==> src/rtl/int_sqrt_unrolled_pkg.sv <==
//------------------------------------------------------------------------------
// fpu_int_pkg : shared types and helpers for the integer square-root engine.
// Revision    : 1.0
//------------------------------------------------------------------------------
`default_nettype none

package fpu_int_pkg;

    typedef enum logic [1:0] {
        IDLE = 2'd0,
        RUN  = 2'd1,
        FIX  = 2'd2,
        DONE = 2'd3
    } sqrt_state_t;

    // Radicand bits consumed per root digit.
    localparam int SQRT_PAIR_W = 2;

    function automatic int sqrt_iter(input int width, input int unroll);
        return width / (2 * unroll);
    endfunction

    // LSB index of the most significant radicand bit pair.
    function automatic int sqrt_lead_pair_lo(input int width);
        return width - SQRT_PAIR_W;
    endfunction

endpackage

`default_nettype wire

==> src/rtl/int_sqrt_unrolled_nr_step.sv <==
//------------------------------------------------------------------------------
// sqrt_nr_step : one combinational non-restoring square-root digit step.
// Revision     : 1.0
//------------------------------------------------------------------------------
`default_nettype none

module sqrt_nr_step #(
    parameter int QW = 12
) (
    input  logic [QW+1:0] i_r,
    input  logic [QW-1:0] i_q,
    input  logic [1:0]    i_pair,
    output logic [QW+1:0] o_r,
    output logic [QW-1:0] o_q
);

    logic [QW+1:0] w_shift;
    logic          w_neg;

    assign w_shift = {i_r[QW-1:0], i_pair};
    assign w_neg   = i_r[QW+1];

    // A negative partial remainder is repaired by adding instead of subtracting.
    assign o_r = w_neg ? (w_shift + {i_q, 2'b11}) : (w_shift - {i_q, 2'b01});
    assign o_q = {i_q[QW-2:0], ~o_r[QW+1]};

endmodule

`default_nettype wire

==> src/rtl/int_sqrt_unrolled.sv <==
//------------------------------------------------------------------------------
// int_sqrt_unrolled : iterative non-restoring integer square root resolving
//                     UNROLL root bits per clock, valid/ready on both sides.
// Revision          : 1.0
//------------------------------------------------------------------------------
`default_nettype none

module int_sqrt_unrolled
    import fpu_int_pkg::*;
#(
    parameter int WIDTH  = 24,
    parameter int UNROLL = 1
) (
    input  logic                 clk_i,
    input  logic                 reset_i,
    input  logic                 in_valid_i,
    output logic                 in_ready_o,
    input  logic [WIDTH-1:0]     n_i,
    input  logic                 flush_i,
    output logic                 out_valid_o,
    input  logic                 out_ready_i,
    output logic [WIDTH/2-1:0]   q_o,
    output logic [WIDTH/2:0]     r_o,
    output logic                 busy_o
);

    localparam int QW      = WIDTH / 2;
    localparam int ITER    = sqrt_iter(WIDTH, UNROLL);
    localparam int CNT_W   = (ITER > 1) ? $clog2(ITER) : 1;
    localparam int LEAD_LO = sqrt_lead_pair_lo(WIDTH);
    localparam int SHIFT   = SQRT_PAIR_W * UNROLL;

    generate
        if (((WIDTH % 2) != 0) || (WIDTH < 4) || ((QW % UNROLL) != 0)) begin : g_param_check
            $error("int_sqrt_unrolled: WIDTH must be even and >= 4, UNROLL must divide WIDTH/2");
        end
    endgenerate

    sqrt_state_t      r_state;
    sqrt_state_t      w_state_nxt;

    logic [WIDTH-1:0] r_rad;
    logic [QW+1:0]    r_r;
    logic [QW-1:0]    r_q;
    logic [CNT_W-1:0] r_cnt;
    logic [QW-1:0]    r_q_out;
    logic [QW:0]      r_r_out;
    logic             r_out_valid;

    logic [QW+1:0]    w_r [UNROLL+1];
    logic [QW-1:0]    w_q [UNROLL+1];
    logic [QW+1:0]    w_r_fixed;

    assign w_r[0] = r_r;
    assign w_q[0] = r_q;

    generate
        for (genvar j = 0; j < UNROLL; j++) begin : g_step
            sqrt_nr_step #(
                .QW(QW)
            ) u_step (
                .i_r   (w_r[j]),
                .i_q   (w_q[j]),
                .i_pair(r_rad[LEAD_LO - SQRT_PAIR_W*j +: SQRT_PAIR_W]),
                .o_r   (w_r[j+1]),
                .o_q   (w_q[j+1])
            );
        end
    endgenerate

    // Final correction brings a negative remainder back into [0, 2q].
    assign w_r_fixed = r_r[QW+1] ? (r_r + {1'b0, r_q, 1'b1}) : r_r;

    always_ff @(posedge clk_i or negedge reset_i) begin
        if (!reset_i) begin
            r_state <= IDLE;
        end else begin
            r_state <= w_state_nxt;
        end
    end

    always_comb begin
        w_state_nxt = r_state;
        case (r_state)
            IDLE:    if (in_valid_i)        w_state_nxt = RUN;
            RUN:     if (r_cnt == '0)       w_state_nxt = FIX;
            FIX:                            w_state_nxt = DONE;
            DONE:    if (out_ready_i)       w_state_nxt = IDLE;
            default:                        w_state_nxt = IDLE;
        endcase
        if (flush_i) begin
            w_state_nxt = IDLE;
        end
    end

    always_ff @(posedge clk_i or negedge reset_i) begin
        if (!reset_i) begin
            r_rad       <= '0;
            r_r         <= '0;
            r_q         <= '0;
            r_cnt       <= '0;
            r_q_out     <= '0;
            r_r_out     <= '0;
            r_out_valid <= 1'b0;
        end else if (flush_i) begin
            r_cnt       <= '0;
            r_out_valid <= 1'b0;
        end else begin
            case (r_state)
                IDLE: begin
                    if (in_valid_i) begin
                        r_rad <= n_i;
                        r_r   <= '0;
                        r_q   <= '0;
                        r_cnt <= CNT_W'(ITER - 1);
                    end
                end
                RUN: begin
                    r_rad <= r_rad << SHIFT;
                    r_r   <= w_r[UNROLL];
                    r_q   <= w_q[UNROLL];
                    if (r_cnt != '0) begin
                        r_cnt <= r_cnt - 1'b1;
                    end
                end
                FIX: begin
                    r_r         <= w_r_fixed;
                    r_q_out     <= r_q;
                    r_r_out     <= w_r_fixed[QW:0];
                    r_out_valid <= 1'b1;
                end
                DONE: begin
                    if (out_ready_i) begin
                        r_out_valid <= 1'b0;
                    end
                end
                default: begin
                    r_out_valid <= 1'b0;
                end
            endcase
        end
    end

    assign in_ready_o  = (r_state == IDLE);
    assign busy_o      = (r_state != IDLE);
    assign out_valid_o = r_out_valid;
    assign q_o         = r_q_out;
    assign r_o         = r_r_out;

endmodule

`default_nettype wire

==> config.mk <==
export PLATFORM = sky130hd
export DESIGN_NAME = int_sqrt_unrolled
export DESIGN_NICKNAME = d
export VERILOG_FILES = /design/src/rtl/int_sqrt_unrolled_pkg.sv /design/src/rtl/int_sqrt_unrolled_nr_step.sv /design/src/rtl/int_sqrt_unrolled.sv
export SDC_FILE = /design/constraint.sdc
export NUM_CORES = 1
export LEC_CHECK = 0
export BUFFER_PORTS_ARGS = -buffer_cell sky130_fd_sc_hd__buf_2
export CORE_MARGIN = 2
export CORE_UTILIZATION = 59
export DETAILED_ROUTE_END_ITERATION = 16
export PLACE_DENSITY = 0.8
export RECOVER_POWER = 100
export SLEW_MARGIN = 0
export SYNTH_ARGS = -nofsm -noshare
export SYNTH_HDL_FRONTEND = slang
export SYNTH_SLANG_ARGS = --single-unit
==> constraint.sdc <==
create_clock -name clk_i -period 3.5 [get_ports clk_i]
set_input_delay 0.525 -clock clk_i [delete_from_list [all_inputs] [get_ports clk_i]]
set_output_delay 0.525 -clock clk_i [all_outputs]
set_load 0.005 [all_outputs]
==> results.toml, run 1 <==
[setup_path]
crit_buf_inv = 2
cp_cell_sequence = "clkbuf_1, inv_1, or3_1, a211oi_1, o21ai_1, nand3_1"
cp.arrival_ns = 3.43
required_ns = 3.79
worst_r2r_startpoint = "r_r[13]"
start_kind = "flip-flop"
crit_path_end = "r_r[13]"
crit_path_end_kind = "flip-flop"
reg2reg_to = "r_r[13]"
r2r_setup_slack_ns = 0.36
critPathKind = "flip-flop to flip-flop"
crit_start = "r_r[13]"
cp_top_family = "buffers and inverters"
path_max_fanout = 19
slowest_stage = "dfrtp_1"
cp_slowest_stage_delay_ns = 0.95
reg2regPathDepth = 6
path_depth = 6

[placement]
hpwl_mm = 8.71
place.gp.congestion = 0.896
post-place-ws_ns = 0.754
port_buffers = 56
post_dp_cell_area_sq_mm = 0.00545

[synth]
syn_area_per_cell_sq_um = 9.17
netlist-cell-type-count = 55
synth_area_leaders = "dfrtp_1 (40%), nand2_1 (7.8%), ha_1 (7.6%)"
yosysMostFrequentCell = "nand2_1"
syn_inst = 557
synth_seq_cells = 82
yosysSeqAreaShare_pct = 40.2
synthTopCellsByCount = "nand2_1 (106), dfrtp_1 (82), o21ai_0 (47)"
synthesis.nets = 618
yosysWarnings = 0
synth_top_area_share_pct = 40.2
syn_area_sq_mm = 0.00511
ys_async_sr_fraction_pct = 100
synth_ff_type = "dfrtp_1"
synth_top_area_cell = "dfrtp_1"
synth_edf_count = 0

[cts]
cts.clk_slew.worst_paths_ns = 0.08
cts_buffer_depth = 2
cts_resized = 0
cts_tree = "yes"
htree_levels = 3
cts_sinks = 82
cts_made_buffers = 9
post_cts_buffers = 0
cts-hold-fix-buffers = 0
clk_latency_ns = 0.36
cts_root_buf = "clkbuf_8"

[run_status]
status = "finished with violations"
violations = "capacitance limit, slew limit"

[global_route]
grt_util_met3_pct = 3.25
grt.busiest_layer = "met2"
use_met1_pct = 33.4
grt_pass1_wl_mm = 20.1
grt_pass1_vias = 4188
use_met2_pct = 45.6
grt_use_total_pct = 26.0
globalRouteOverflowTotal = 0
antenna_found_initial = 0
grt_start_max_net_pins = 83

[drt]
num_vias = 4245
dr.pass1.iters = 4
ant_nets = 0
first_iter_violations = 208
routedWlPerCell_microns = 16.5
wl_mm = 11.7
vias_per_cell = 5.96
drt_drc_violations_left = 0

[power]
power_density_mw_per_mm2 = 930
power.total_mw = 5.24
vdd_drop_max_mv = 0.825
p_leak_nw = 2.73

[sta]
tns_ns = 0
setup_ws_ns = 0.363
max_freq_mhz = 319
hold_viol_final = 0
fin_crit_sh_pct = 89.6
worstMarginPinSlew_ns = 2.05
slew_headroom_pct = -36.6
fin_crit_ns = 3.14
slew_violations = 83
finClkSkew_ns = 0.0102
setup_viol = 0
rsz0062_at_grt = "no"

[floorplan]
start_util_pct = 61.5
fp.dieArea_sq_mm = 0.00941
rows = 33
die_x_microns = 97.0
core_area_sq_mm = 0.00830
io_pins = 57
die_h_microns = 97.0

[cells_and_area]
layout.nets = 663
n_antenna_cell = 0
area_growth_pct = 10.4
fin_area_sq_mm = 0.00564
layout-drive-gt1-share_pct = 12.5

[job]
cap_violations = 1

[worst_hold_path]
hold_class = "input pin to flip-flop"
worstHoldStart = "n_i[0]"
==> cells in the final DEF, fill, tap and decap left out, types with 2 or more instances in the layout <==
| cell | netlist | routed |
|---|---|---|
| nor3_1 | 5 | 5 |
| or3_1 | 8 | 8 |
| nand4_1 | 3 | 3 |
| a31oi_1 | 4 | 4 |
| buf_4 | 0 | 4 |
| and3_1 | 10 | 10 |
| nor2_1 | 18 | 18 |
| nand3_1 | 8 | 8 |
| nor2b_1 | 2 | 3 |
| a211o_1 | 2 | 2 |
| dfrtp_1 | 82 | 82 |
| o221ai_1 | 3 | 3 |
| a2bb2oi_1 | 4 | 4 |
| buf_2 | 11 | 50 |
| clkbuf_8 | 0 | 10 |
| xor2_1 | 8 | 8 |
| nand2b_1 | 10 | 10 |
| a21oi_1 | 32 | 32 |
| a21o_1 | 9 | 9 |
| a22o_1 | 15 | 15 |
| o21a_1 | 3 | 3 |
| inv_1 | 15 | 15 |
| o211ai_1 | 5 | 5 |
| bufinv_16 | 0 | 2 |
| a211oi_1 | 0 | 2 |
| a32o_1 | 2 | 2 |
| a221oi_1 | 2 | 2 |
| ha_1 | 31 | 31 |
| mux2_1 | 0 | 2 |
| o21bai_1 | 2 | 2 |
| clkbuf_1 | 14 | 9 |
| nand3b_1 | 3 | 3 |
| nand2_1 | 106 | 106 |
| a22oi_1 | 5 | 5 |
| mux2_2 | 5 | 3 |
| mux2i_1 | 30 | 30 |
| o21ai_0 | 47 | 47 |
| xnor2_1 | 26 | 26 |
| nor3b_1 | 3 | 3 |
==> stage by stage <==
| step | hold WS [ns] | cells | util [%] |
|---|---|---|---|
| after detailed placement | 0.459 | 696 | 65.7 |
| after CTS | 0.390 | 712 | 68.4 |
| after global routing | 0.428 | 712 | 67.9 |
| after global placement | 0.453 | 696 | 65.7 |
| after floorplan | 0.229 | 557 | - |
| final | 0.403 | 712 | 67.9 |
==> cell type report <==
type,instances,area [sq um]
clock buffer,11,141
clock inverter,5,85.1
fill,702,2660
inverter,15,56.3
multi-input combinational,431,2860
sequential,82,2050
tap,105,131
timing repair buffer,63,315
==> registers in the layout, indices dropped and copies added, names as in the netlist <==
register	cells
r_rad	24
r_r	14
r_o	13
q_o	12
r_q	12
r_cnt	4
r_state	2
out_valid_o	1
==> cell families after synthesis <==
group                    share of synthesized area [%]
AND/OR/NAND/NOR                                   16.1
AO/OA/AOI/OAI                                     19.3
flip-flops                                        40.2
buffers and inverters                             3.55
multiplexers                                      6.98
XOR/XNOR                                          5.83
adder cells (fa/ha/maj)                           7.99
==> worst min-delay path, delay by kind of cell <==
kind | cells | cell delay (ns)
AND/OR/NAND/NOR | 2 | 0.12
buffers and inverters | 1 | 0.08
==> worst min-delay path by stage <==
stage | slack (ns) | endpoint | cells after the start
floorplan | 0.23 | out_valid_o | 0
global placement | 0.45 | q_o[10] | 2
detailed placement | 0.46 | q_o[8] | 2
CTS | 0.39 | r_o[2] | 1
global route | 0.43 | r_rad[1] | 3
finish | 0.40 | r_rad[0] | 3
==> report_power, final <==
| group | internal, mW | switching, mW | total, mW |
|---|---|---|---|
| sequential | 1.25 | 0.297 | 1.55 |
| clock | 0.426 | 0.353 | 0.778 |
| combinational | 1.30 | 1.62 | 2.92 |
| total | 2.97 | 2.27 | 5.24 |
==> layer usage <==
layer | vias to the layer above | part of all wire [%]
met3 | 22 | 3.9
met5 | - | 0
li1 | 2069 | -
met1 | 2061 | 44
met4 | 0 | 2.0
met2 | 93 | 50
Power figures use the tool's default switching activity.
==> run 2: changes to the inputs <==
--- a/config.mk
+++ b/config.mk
@@ -5,6 +5,7 @@
 export SDC_FILE = /design/constraint.sdc
 export NUM_CORES = 1
 export LEC_CHECK = 0
+export ABC_AREA = 1
 export BUFFER_PORTS_ARGS = -buffer_cell sky130_fd_sc_hd__buf_2
 export CORE_MARGIN = 2
 export CORE_UTILIZATION = 59
==> run 2 against run 1 <==
The flow still finishes with violations (capacitance limit, slew limit); maximum frequency grew 10%; core utilization shrank 2.2 points; first-iteration DRC count grew 91%; final cell count grew 18%; critical path type unchanged; highest routed layer unchanged; hold slack lost 0.056 ns; critical path depth grew 6; synthesized area grew 1.5%; register-to-register slack gained 0.29 ns; wire length grew 8.0%; clock power grew 2%.
==> results.toml, run 2 <==
[synth]
synth_top_area_cell = "dfrtp_1"
yosysWarnings = 0
syn_inst = 686
yosysMostFrequentCell = "nand2_1"
synth_ff_type = "dfrtp_1"
syn_area_per_cell_sq_um = 7.56
ys_async_sr_fraction_pct = 100
synth_seq_cells = 82
synth_area_leaders = "dfrtp_1 (40%), nand2_1 (14%), ha_1 (7.5%)"
synthTopCellsByCount = "nand2_1 (199), dfrtp_1 (82), inv_1 (82)"
syn_area_sq_mm = 0.00518
synth_edf_count = 0
synth_top_area_share_pct = 39.6
synthesis.nets = 747
yosysSeqAreaShare_pct = 39.6
netlist-cell-type-count = 43

[setup_path]
critPathKind = "flip-flop to flip-flop"
required_ns = 3.81
start_kind = "flip-flop"
crit_path_end_kind = "flip-flop"
cp.arrival_ns = 3.16
path_max_fanout = 24

[cells_and_area]
n_antenna_cell = 0
layout_commonest_cell = "nand2_1"
regMostFlops = "r_rad"
largest_register_ffs = 24
area_growth_pct = 9.49
layout.nets = 792
layout-drive-gt1-share_pct = 11.2
most-common-layout-cells = "nand2_1 (199), inv_1 (83), dfrtp_1 (82)"

[sta]
hold_viol_final = 0
tns_ns = 0
slew_headroom_pct = -35.5
max_freq_mhz = 351
fin_crit_sh_pct = 81.4
finClkSkew_ns = 0.0138
fin_crit_ns = 2.85
setup_ws_ns = 0.651
rsz0062_at_grt = "no"
slew_violations = 83
setup_viol = 0
worstMarginPinSlew_ns = 2.03

[run_status]
violations = "capacitance limit, slew limit"
status = "finished with violations"

[placement]
post-place-ws_ns = 0.873
port_buffers = 56
place.gp.congestion = 0.939
hpwl_mm = 9.30

[cts]
cts_sinks = 82
cts_made_buffers = 9
clk_latency_ns = 0.36
cts_resized = 0
cts_root_buf = "clkbuf_8"
cts_buffer_depth = 2
cts.clk_slew.worst_paths_ns = 0.09
cts-hold-fix-buffers = 0
cts_tree = "yes"
post_cts_buffers = 0
htree_levels = 3

[global_route]
antenna_found_initial = 0
grt_start_max_net_pins = 83
globalRouteOverflowTotal = 0
grt_pass1_vias = 4583
grt_use_total_pct = 27.8
grt_pass1_wl_mm = 21.5

[floorplan]
io_pins = 57
die_x_microns = 97.7
start_util_pct = 60.0
rows = 34
die_h_microns = 97.7
fp.dieArea_sq_mm = 0.00955
core_area_sq_mm = 0.00864

[job]
cap_violations = 1

[drt]
vias_per_cell = 5.55
wl_mm = 12.7
routedWlPerCell_microns = 15.0
dr.pass1.iters = 5
num_vias = 4679
first_iter_violations = 397
drt_drc_violations_left = 0
ant_nets = 0

[worst_hold_path]
hold_class = "input pin to flip-flop"

[power]
power_density_mw_per_mm2 = 955
p_leak_nw = 2.95
vdd_drop_max_mv = 0.628
## run 2: cell count changes after synthesis, sizes merged, moves of 10 or more
cell / previous run / this run
o21ai: 48 / 60
nand3: 8 / 45
nor2: 18 / 38
nand2: 106 / 200
inv: 15 / 84
and3: 10 / 0
xnor2: 26 / 16
o211ai: 5 / 16
mux2i: 30 / 0
o22ai: 0 / 14
a22o: 15 / 1
## run 2: per-layer routing
layer	wire length (microns)	share of wire, %	vias to the layer above	global-route usage, %
met5	0	0	-	0
met3	681	5.4	26	5.65
met4	357	2.8	0	10.8
met1	5570	44	2185	36.7
li1	-	-	2330	-
met2	6040	48	138	45.6
## run 2: cell families after synthesis
| group | Yosys count | synth area share, % |
|---|---|---|
| XOR/XNOR | 21 | 3.55 |
| flip-flops | 82 | 39.6 |
| AO/OA/AOI/OAI | 136 | 15.4 |
| buffers and inverters | 111 | 9.22 |
| adder cells (fa/ha/maj) | 32 | 7.87 |
| AND/OR/NAND/NOR | 304 | 24.4 |
## run 2: final cells by class
cell class	count	area (sq um)
clock buffers	10	138
inverters	84	315
fillers	810	2960
multi-input cells	493	2640
well taps	108	135
flip-flops and latches	82	2050
clock inverters	5	86.3
repair buffers	61	308
## run 2: final timing paths
path                             startpoint     endpoint  slack [ns]  cells past startpoint
worst max-delay path                r_r[13]      r_r[10]        0.65                     12
worst min-delay path            out_ready_i  out_valid_o        0.35                      2
worst max register to register      r_r[13]      r_r[10]        0.65                     12
worst min register to register       r_o[6]       r_o[6]        0.48                      2
max in group asynchronous           reset_i    r_rad[10]        1.57                      1
min in group asynchronous           reset_i       q_o[7]        0.73                      1
## run 2: per-stage QoR
stage	instances	power [mW]	cell area, sq um	hold slack [ns]	utilization (%)
CTS	843	5.44	5710	0.343	66.1
floorplan	686	3.90	5180	0.229	-
finish	843	5.42	5680	0.347	65.7
global placement	828	4.56	5480	0.460	63.5
global route	843	5.94	5680	0.351	65.7
detailed placement	828	4.64	5480	0.461	63.5
## run 2: power by group
group          internal [mW]  switching [mW]  total (mW)
logic                   1.12            1.90        3.02
clock network          0.423           0.370       0.793
registers               1.32           0.290        1.61
## run 2: worst max-delay path, cell delays in order (launching register included)
cell	delay [ns]
dfrtp_1	1.03
xnor2_1	0.17
ha_1	0.37
a21oi_1	0.23
nand2_1	0.14
nand2_1	0.09
nand2_1	0.08
a21oi_1	0.23
nand2b_1	0.14
nand3_1	0.08
nand2_1	0.10
nand2_1	0.05
nand2_1	0.08
